### src/rtl/obp_pkg.sv
// Shared types and helpers for the output-layer backprop sequencer.
// Build option: define OBP_SATURATE_EN to clamp updated weights instead of
// wrapping them to W_W bits.
package obp_pkg;

    typedef enum logic [1:0] {
        IDLE  = 2'd0,
        RUN   = 2'd1,
        DRAIN = 2'd2,
        DONE  = 2'd3
    } state_t;

    // Error width: both operands are zero-extended, so one extra bit holds the sign.
    function automatic int err_width(input int x_w, input int final_w);
        return ((x_w > final_w) ? x_w : final_w) + 1;
    endfunction

    // Product width: signed error times a zero-extended (non-negative) activation.
    function automatic int prod_width(input int x_w, input int final_w, input int h_w);
        return err_width(x_w, final_w) + h_w + 1;
    endfunction

    // Fit a wide signed value into w_w bits; the caller keeps the low w_w bits.
    function automatic logic signed [63:0] fit_val(input logic signed [63:0] v, input int w_w);
`ifdef OBP_SATURATE_EN
        logic signed [63:0] hi;
        logic signed [63:0] lo;
        hi = (64'sd1 <<< (w_w - 1)) - 64'sd1;
        lo = -(64'sd1 <<< (w_w - 1));
        if (v > hi)
            return hi;
        else if (v < lo)
            return lo;
        else
            return v;
`else
        // Wrap-around: keep the low w_w bits, re-sign-extended.
        return (v <<< (64 - w_w)) >>> (64 - w_w);
`endif
    endfunction

endpackage

### src/rtl/obp_update_lane.sv
// Stage-B weight update: new = w - (prod >>> LR_SHIFT), then fit to W_W bits.
// Purely combinational; the top registers the result into the addressed channel.
module obp_update_lane
    import obp_pkg::*;
#(
    parameter int W_W      = 8,
    parameter int PROD_W   = 31,
    parameter int LR_SHIFT = 19
) (
    input  logic signed [W_W-1:0]    w,
    input  logic signed [PROD_W-1:0] prod,
    output logic        [W_W-1:0]    new_w
);

    localparam int D_W = ((PROD_W > W_W) ? PROD_W : W_W) + 1;

    logic signed [PROD_W-1:0] step;
    logic signed [D_W-1:0]    diff;
    logic signed [63:0]       wide;
    logic signed [63:0]       fitted;

    // Floor-shift the gradient, subtract at full width, then fit.
    always_comb begin
        step   = prod >>> LR_SHIFT;
        diff   = D_W'(w) - D_W'(step);
        wide   = 64'(diff);
        fitted = fit_val(wide, W_W);
        new_w  = W_W'(fitted);
    end

endmodule

### src/rtl/output_backprop_seq.sv
// Output-layer backprop: updates N_HID weights one channel per cycle through a
// 2-stage pipeline (A: error*activation, B: shift/subtract/fit).
// Build option: OBP_SATURATE_EN selects clamping instead of wrap in the fit.
module output_backprop_seq
    import obp_pkg::*;
#(
    parameter int X_W      = 4,
    parameter int FINAL_W  = 19,
    parameter int H_W      = 10,
    parameter int W_W      = 8,
    parameter int N_HID    = 4,
    parameter int LR_SHIFT = 19
) (
    input  logic                   clk_i,
    input  logic                   rst_i,
    input  logic                   en_i,
    input  logic [X_W-1:0]         target_i,
    input  logic [FINAL_W-1:0]     final_i,
    input  logic [N_HID*H_W-1:0]   hidden_i,
    input  logic [N_HID*W_W-1:0]   w_i,
    input  logic                   zero_weight_reset_i,
    output logic [N_HID*W_W-1:0]   w_o,
    output logic                   busy_o,
    output logic                   b_end_o
);

    localparam int E_W    = err_width(X_W, FINAL_W);
    localparam int PROD_W = prod_width(X_W, FINAL_W, H_W);
    localparam int IDX_W  = (N_HID > 1) ? $clog2(N_HID) : 1;

    state_t                   state, state_nx;
    logic [IDX_W-1:0]         idx, idx_q;
    logic                     last;
    logic                     vld_b;
    logic signed [E_W-1:0]    err_q;
    logic [N_HID*H_W-1:0]     hid_q;
    logic [N_HID*W_W-1:0]     w_snap;
    logic signed [PROD_W-1:0] prod_q;
    logic signed [W_W-1:0]    lane_w;
    logic [W_W-1:0]           lane_new;

    assign last   = (idx == IDX_W'(N_HID - 1));
    assign lane_w = $signed(w_snap[idx_q*W_W +: W_W]);

    // State register; weight clear aborts the pass straight back to IDLE.
    always_ff @(posedge clk_i) begin
        if (!rst_i)
            state <= IDLE;
        else if (zero_weight_reset_i)
            state <= IDLE;
        else
            state <= state_nx;
    end

    // Next-state: start only from IDLE, issue N_HID channels, one flush cycle, done.
    always_comb begin
        state_nx = state;
        case (state)
            IDLE:    if (en_i) state_nx = RUN;
            RUN:     if (last) state_nx = DRAIN;
            DRAIN:   state_nx = DONE;
            DONE:    state_nx = IDLE;
            default: state_nx = IDLE;
        endcase
    end

    // Outputs decoded from state: busy through DONE, done pulse in DONE only.
    always_comb begin
        busy_o  = (state != IDLE);
        b_end_o = (state == DONE);
    end

    // Snapshot on start, then stage A: one error*activation product per cycle.
    always_ff @(posedge clk_i) begin
        if (!rst_i) begin
            idx    <= '0;
            idx_q  <= '0;
            vld_b  <= 1'b0;
            err_q  <= '0;
            hid_q  <= '0;
            w_snap <= '0;
            prod_q <= '0;
        end else if (zero_weight_reset_i) begin
            idx   <= '0;
            vld_b <= 1'b0;
        end else begin
            vld_b <= (state == RUN);
            if (state == IDLE && en_i) begin
                err_q  <= $signed(E_W'(target_i)) - $signed(E_W'(final_i));
                hid_q  <= hidden_i;
                w_snap <= w_i;
                idx    <= '0;
            end
            if (state == RUN) begin
                prod_q <= PROD_W'(err_q) * PROD_W'($signed({1'b0, hid_q[idx*H_W +: H_W]}));
                idx_q  <= idx;
                idx    <= last ? '0 : idx + IDX_W'(1);
            end
        end
    end

    obp_update_lane #(
        .W_W      (W_W),
        .PROD_W   (PROD_W),
        .LR_SHIFT (LR_SHIFT)
    ) u_lane (
        .w     (lane_w),
        .prod  (prod_q),
        .new_w (lane_new)
    );

    // Stage B write-back: only the channel in flight changes, others hold.
    always_ff @(posedge clk_i) begin
        if (!rst_i)
            w_o <= '0;
        else if (zero_weight_reset_i)
            w_o <= '0;
        else if (vld_b)
            w_o[idx_q*W_W +: W_W] <= lane_new;
    end

endmodule
### config.mk
export PLATFORM = sky130hd
export DESIGN_NAME = output_backprop_seq
export DESIGN_NICKNAME = d
export VERILOG_FILES = /design/src/rtl/obp_pkg.sv /design/src/rtl/obp_update_lane.sv /design/src/rtl/output_backprop_seq.sv
export SDC_FILE = /design/constraint.sdc
export NUM_CORES = 1
export LEC_CHECK = 0
export CORE_ASPECT_RATIO = 2
export CORE_UTILIZATION = 50
export DETAILED_ROUTE_END_ITERATION = 12
export GPL_TIMING_DRIVEN = 0
export PLACE_DENSITY_LB_ADDON = 0.12
export SKIP_LAST_GASP = 1
export SYNTH_ARGS = -nofsm -noshare
export SYNTH_HDL_FRONTEND = slang
export SYNTH_SLANG_ARGS = --single-unit
### constraint.sdc
create_clock -name clk_i -period 7.5 [get_ports clk_i]
set_clock_uncertainty 0.1 [all_clocks]
set_input_delay 1.875 -clock clk_i [delete_from_list [all_inputs] [get_ports clk_i]]
set_output_delay 1.875 -clock clk_i [all_outputs]
set_load 0.05 [all_outputs]
* After elaboration in Yosys (flattened, before gate mapping)
Index checks and enable logic that the tools add are counted.
W data, S select, Z words.
** Operators by class
- Add/sub/neg operators :: 4
- Multipliers :: 2
- Equality and inequality tests :: 6
- Shift-type cells :: 4
- Mux-type cells :: 7
- Bitwise logic cells :: 2
- Reduce and logical (&&, ||, !) cells :: 8
** Operators with widths (number)
- $shiftx A40 B7 Y10 :: 1
- $neg A5 Y34 :: 1
- $shift A8 B34 Y32 const A :: 1
- $shiftx A8 B34 Y32 :: 1
- $bwmux W32 :: 1
- $shiftx A32 B6 Y8 :: 1
- $mul A20 B11 Y27 :: 1
- $sub A4 B19 Y20 :: 1
- $mux W2 :: 5
- $pmux W2 S4 :: 1
- $sub A8 B8 Y8 :: 1
- $eq A2 B2 Y1 const B :: 3
- $reduce_and A2 Y1 :: 3
- $mul A2 B3 Y5 const B :: 1
- $ne A2 B2 Y1 const B :: 2
- $reduce_bool A2 Y1 :: 2
- $add A2 B1 Y2 const B :: 1
- $eq A2 B1 Y1 const B :: 1
- $logic_not A2 Y1 :: 1
- $not A1 Y1 :: 2
- $reduce_or A2 Y1 :: 1
- $logic_and A1 B1 Y1 :: 1
** Storage, ports and cells
- Bits in registers :: 158
- Bits of input ports :: 99
- Output and inout port bits :: 34
- Word-level logic and storage cells :: 42

* Logic depth before layout (Yosys ltp)
- Word-level depth :: 4
- Mapped depth :: 26
- Mapped depth without buffers :: 23

* By module
Synthesis repeated with hierarchy kept, for this count alone.
** Unflattened totals
- Cells, all modules :: 1698
- Area total of the unflattened synthesis :: 14730.4 um^2
** By module, submodules not included
- output_backprop_seq :: instances 1, cells each 1655, area an instance 14400.1 um^2, seq. area each 3243.1 um^2
- obp_update_lane :: instances 1, cells each 43, area an instance 330.3 um^2, seq. area each 0.0 um^2

* Worst setup path after synthesis
No wires, ideal clock.
- Path type :: reg-to-reg
- From :: register idx[0]
- To :: register prod_q[26]
- Library setup time :: 0.132 ns
- Arrival :: 6.038 ns
- Required time :: 7.268 ns
- Path slack :: 1.230 ns
- Cell stages (with the launch flop) :: 25
- Buffers on the path :: 4
- Period minus slack after synthesis :: 6.270 ns
- Cell sequence :: dfxtp_1 > buf_6 > buf_6 > mux4_2 > clkbuf_1 > clkbuf_1 > nand2_1 > fa_1 > inv_1 > fa_1 > fa_1 > fa_1 > inv_1 > fa_1 > inv_1 > ha_1 > nand3_1 > nor4_1 > nand4_1 > o311ai_2 > a41o_2 > o211ai_4 > o21ai_1 > xnor2_1 > a21oi_1
** On the way
- Word-level cells in the longest chain between the ends :: 3
** RTL lines
- start, declared :: line output_backprop_seq.sv:32 : logic [IDX_W-1:0] idx, idx_q;
- start signal, assigned :: line output_backprop_seq.sv:97 : idx <= last ? '0 : idx + IDX_W'(1);
- $mul A2 B3 Y5 :: line output_backprop_seq.sv:95 : prod_q <= PROD_W'(err_q) * PROD_W'($signed({1'b0, hid_q[idx*H_W +: H_W]}));
- $shiftx A40 B7 Y10 :: line output_backprop_seq.sv:95
- $mul A20 B11 Y27 :: line output_backprop_seq.sv:95
- end signal, assigned :: line output_backprop_seq.sv:95
- end, declared :: line output_backprop_seq.sv:38 : logic signed [PROD_W-1:0] prod_q;
No other way between the ends.
A chain may end at the register's enable or synchronous reset.

* Final worst setup path
- From :: register idx[1]
- To :: register prod_q[23]
Same word-level chain as after synthesis.

==> impl_metrics.env <==
export IMPL_outcome="completed"
export IMPL_hpwlAfterDp_um=27820
export IMPL_flow_area_growth_from_synthesis_pct=19.93
export IMPL_cts_tree="yes"
export IMPL_drt_vias_per_instance=5.166
export IMPL_setup_viol=0
export IMPL_synth_cell_area_um2=12400
export IMPL_synth_top_family_by_area="adder cells"
export IMPL_antenna_found_initial=1
export IMPL_floorplan_die_width_um=113.3
export IMPL_grt_pass1_wl_um=54360
export IMPL_grt_start_max_net_pins=20
export IMPL_cp_required_ns=7.72
export IMPL_top_level_ports=133
export IMPL_muxShareOfSynthArea=0.03523
export IMPL_critPathArrivalTime_ns=7.43
export IMPL_vias_post_dr=9873
export IMPL_die_area_um2=25460
export IMPL_synth_yosys_seq_area_share=0.2245
export IMPL_synth_area_leaders="fa_1, dfxtp_1, nand2_1"
export IMPL_synth_edf_count=0
export IMPL_regArea_um2=2783
export IMPL_synth_top_area_frac=0.2536
export IMPL_dieHeight_um=224.7
export IMPL_utilization=0.6086
export IMPL_grt_pass1_vias=10839
export IMPL_clkSlewWorstSetupHoldPaths_ns=0.06
export IMPL_design_area_um2=14870
export IMPL_synth_adder_area_share=0.3333
export IMPL_drive_above_1_share=0.04880
export IMPL_layout_min_cycle_time_ns=7.203
export IMPL_tritoncts_buffers=17
export IMPL_multi_input_area_um2=8558
export IMPL_setup_worst_path_end_class="register"
export IMPL_firstDrtPassIters=5
export IMPL_rrSetupSlack_ns=0.30
export IMPL_drt_total_wl_um=33300
export IMPL_synth_ff_latch_count=139
export IMPL_power_per_cell_area_nw_per_um2=138.6
export IMPL_vdd_drop_max_mv=0.2318
export IMPL_tightest_slew_ns=1.092
export IMPL_synth_compound_area_frac=0.1011
export IMPL_fin_tns_setup_ns=0
export IMPL_synth_commonest_cells="nand2_1, inv_1, fa_1"
export IMPL_rsz0062_at_grt="no"
export IMPL_postSynthAreaPerCell_um2=8.760
export IMPL_cts_path_max_buffers=2
export IMPL_final_antenna_net_count=0
export IMPL_clockRootBuffer="clkbuf_16"
export IMPL_cts_sink_count=139
export IMPL_top_ff_cell_synth="dfxtp_1"
export IMPL_synth_area_in_xor_xnor=0.03149
export IMPL_cts_htree_levels=4
export IMPL_timing_hold_violations_final=0
export IMPL_post_cts_hold_buffer_count=0
export IMPL_post_synth_num_cell_types=51
export IMPL_clock_insertion_delay_worst_skew_ns=0.43
export IMPL_grt_use_total=0.2850
export IMPL_drc=0
export IMPL_crit_path_start_kind="register"
export IMPL_dpl_worst_slack_ns=-1.016
export IMPL_placementRows=81
export IMPL_postSynth_asyncResetShare=0
export IMPL_grt_remaining_overflow=0
export IMPL_floorplan_initialDensity=0.5075
export IMPL_synth_most_common_cell="nand2_1"
export IMPL_holdCritPathClass="reg2reg"
export IMPL_layout_worst_path_cycle_share=0.9604
export IMPL_num_fill_cells=2237
export IMPL_final_non_filler_cells=1911
export IMPL_postSynthCellCount=1415
export IMPL_floorplan_core_area_um2=24420
export IMPL_fin_nets=1900
export IMPL_number_of_warnings_reported_in_the_yosys_synthesis_log=0
export IMPL_post_synth_and_or_nand_nor_area_fraction=0.1842
export IMPL_crit_type="reg2reg"
export IMPL_power_static_leakage_nw=6.476
export IMPL_critical_path_max_fanout=10
export IMPL_slew_violations=0
export IMPL_routedWlPerCell_um=17.42
export IMPL_post_detailed_placement_cell_area_um2=14130
export IMPL_max_cap_violations=0
export IMPL_placed_cells=1879
export IMPL_numPortBuffers=132
export IMPL_max_clock_freq_mhz=138.8
export IMPL_syn_num_nets=1750
export IMPL_netlist_top_cell_by_area="fa_1"
export IMPL_first_drt_iteration_drcs=342
export IMPL_post_route_worst_setup_slack_ns=0.2972
export IMPL_max_slew_margin=0.2693
export IMPL_gp_routability_congestion=0.8830
-- power by group --
group          switching (mW)  internal, mW  leakage [nW]  total, mW
Combinational           0.207         0.148          5.02      0.356
Clock                   0.337         0.586         0.321      0.924
Sequential             0.0147         0.766          1.13      0.780
-- metrics by stage --
step	total power, mW	hold WS, ns
3_5_place_dp	1.152	0.3512
3_3_place_gp	1.146	0.3398
5_1_grt	2.139	0.3764
4_1_cts	2.078	0.3622
6_report	2.060	0.3620
2_1_floorplan	1.003	0.3308
-- registers in the layout (all words and copies together), names as in the netlist --
register and cells:
err_q 20, hid_q 40, idx 2, idx_q 2, prod_q 8, state 2, vld_b 1, w_o 32
w_snap 32
-- cell families after synthesis --
kind of cell,count (synthesis)
buffers and inverters,293
XOR/XNOR,42
multiplexers,23
AO/OA/AOI/OAI,176
flip-flops,139
adder cells (fa/ha/maj),236
AND/OR/NAND/NOR,506
-- worst paths after layout --
path / endpoint / start / cells past startpoint
hold / removal: hid_q[27] / hid_q[27] / 2
setup reg to reg: prod_q[23] / idx[1] / 23
hold reg to reg: hid_q[27] / hid_q[27] / 2
setup / recovery: prod_q[23] / idx[1] / 23
-- cells in the final DEF (no fill, tap or decap), drive strengths merged, types with 3 or more instances in the layout --
master and n:
and2 73, a21boi 79, nor3 12, clkbuf 87, nand2b 10, nor4 5, fa 157, o21ai 30
a21o 3, clkdlybuf4s50 132, nor2 51, bufinv 4, o211a 3, dfxtp 139, a21oi 18, xnor2 27
ha 79, nand3 10, nand2 296, nor2b 42, mux2i 5, xor2 15, inv 220, buf 8
mux4 16, a22oi 28, clkinv 5
-- metal layers --
layer / global-route usage / share of wire / vias to the layer above
li1: - / - / 4687
met1: 0.2563 / 0.32 / 4835
met2: 0.5785 / 0.59 / 256
met3: 0.03746 / 0.032 / 95
met4: 0.1749 / 0.059 / 0
met5: 0 / 0 / -
-- worst max-delay path, cell delays in order, from the launching register on --
cell and delay [ns]:
dfxtp_1 0.43, buf_2 0.33, mux4_2 0.35, clkbuf_1 0.52, nand2_1 0.16, fa_1 0.53
fa_1 0.53, inv_1 0.05, fa_1 0.47, fa_1 0.54, inv_1 0.06, fa_1 0.53
inv_1 0.05, ha_1 0.31, a21oi_1 0.14, o21ai_1 0.19, a221oi_4 0.48, o311ai_4 0.18
buf_12 0.18, a41o_2 0.33, o21a_1 0.20, nor2_1 0.13, xor2_1 0.19, o21ai_1 0.09
-- final cells by class --
type	instances	share of cell area
plain buffers	74	0.02028
well taps	332	0.02794
multi-input cells	983	0.5757
clock buffers	20	0.03139
inverters	217	0.05479
repair buffers	133	0.09023
flip-flops and latches	139	0.1872
clock inverters	12	0.01229
diodes	1	0.0001683
-- repair_timing --
| action | 4_1_cts | 5_1_grt |
|---|---|---|
| buffers inserted | 0 | 1 |
| pin swaps | 1 | 2 |
| setup endpoints to repair | 8 | 7 |
| gates resized for setup | 8 | 6 |
Power figures use the tool's default switching activity.
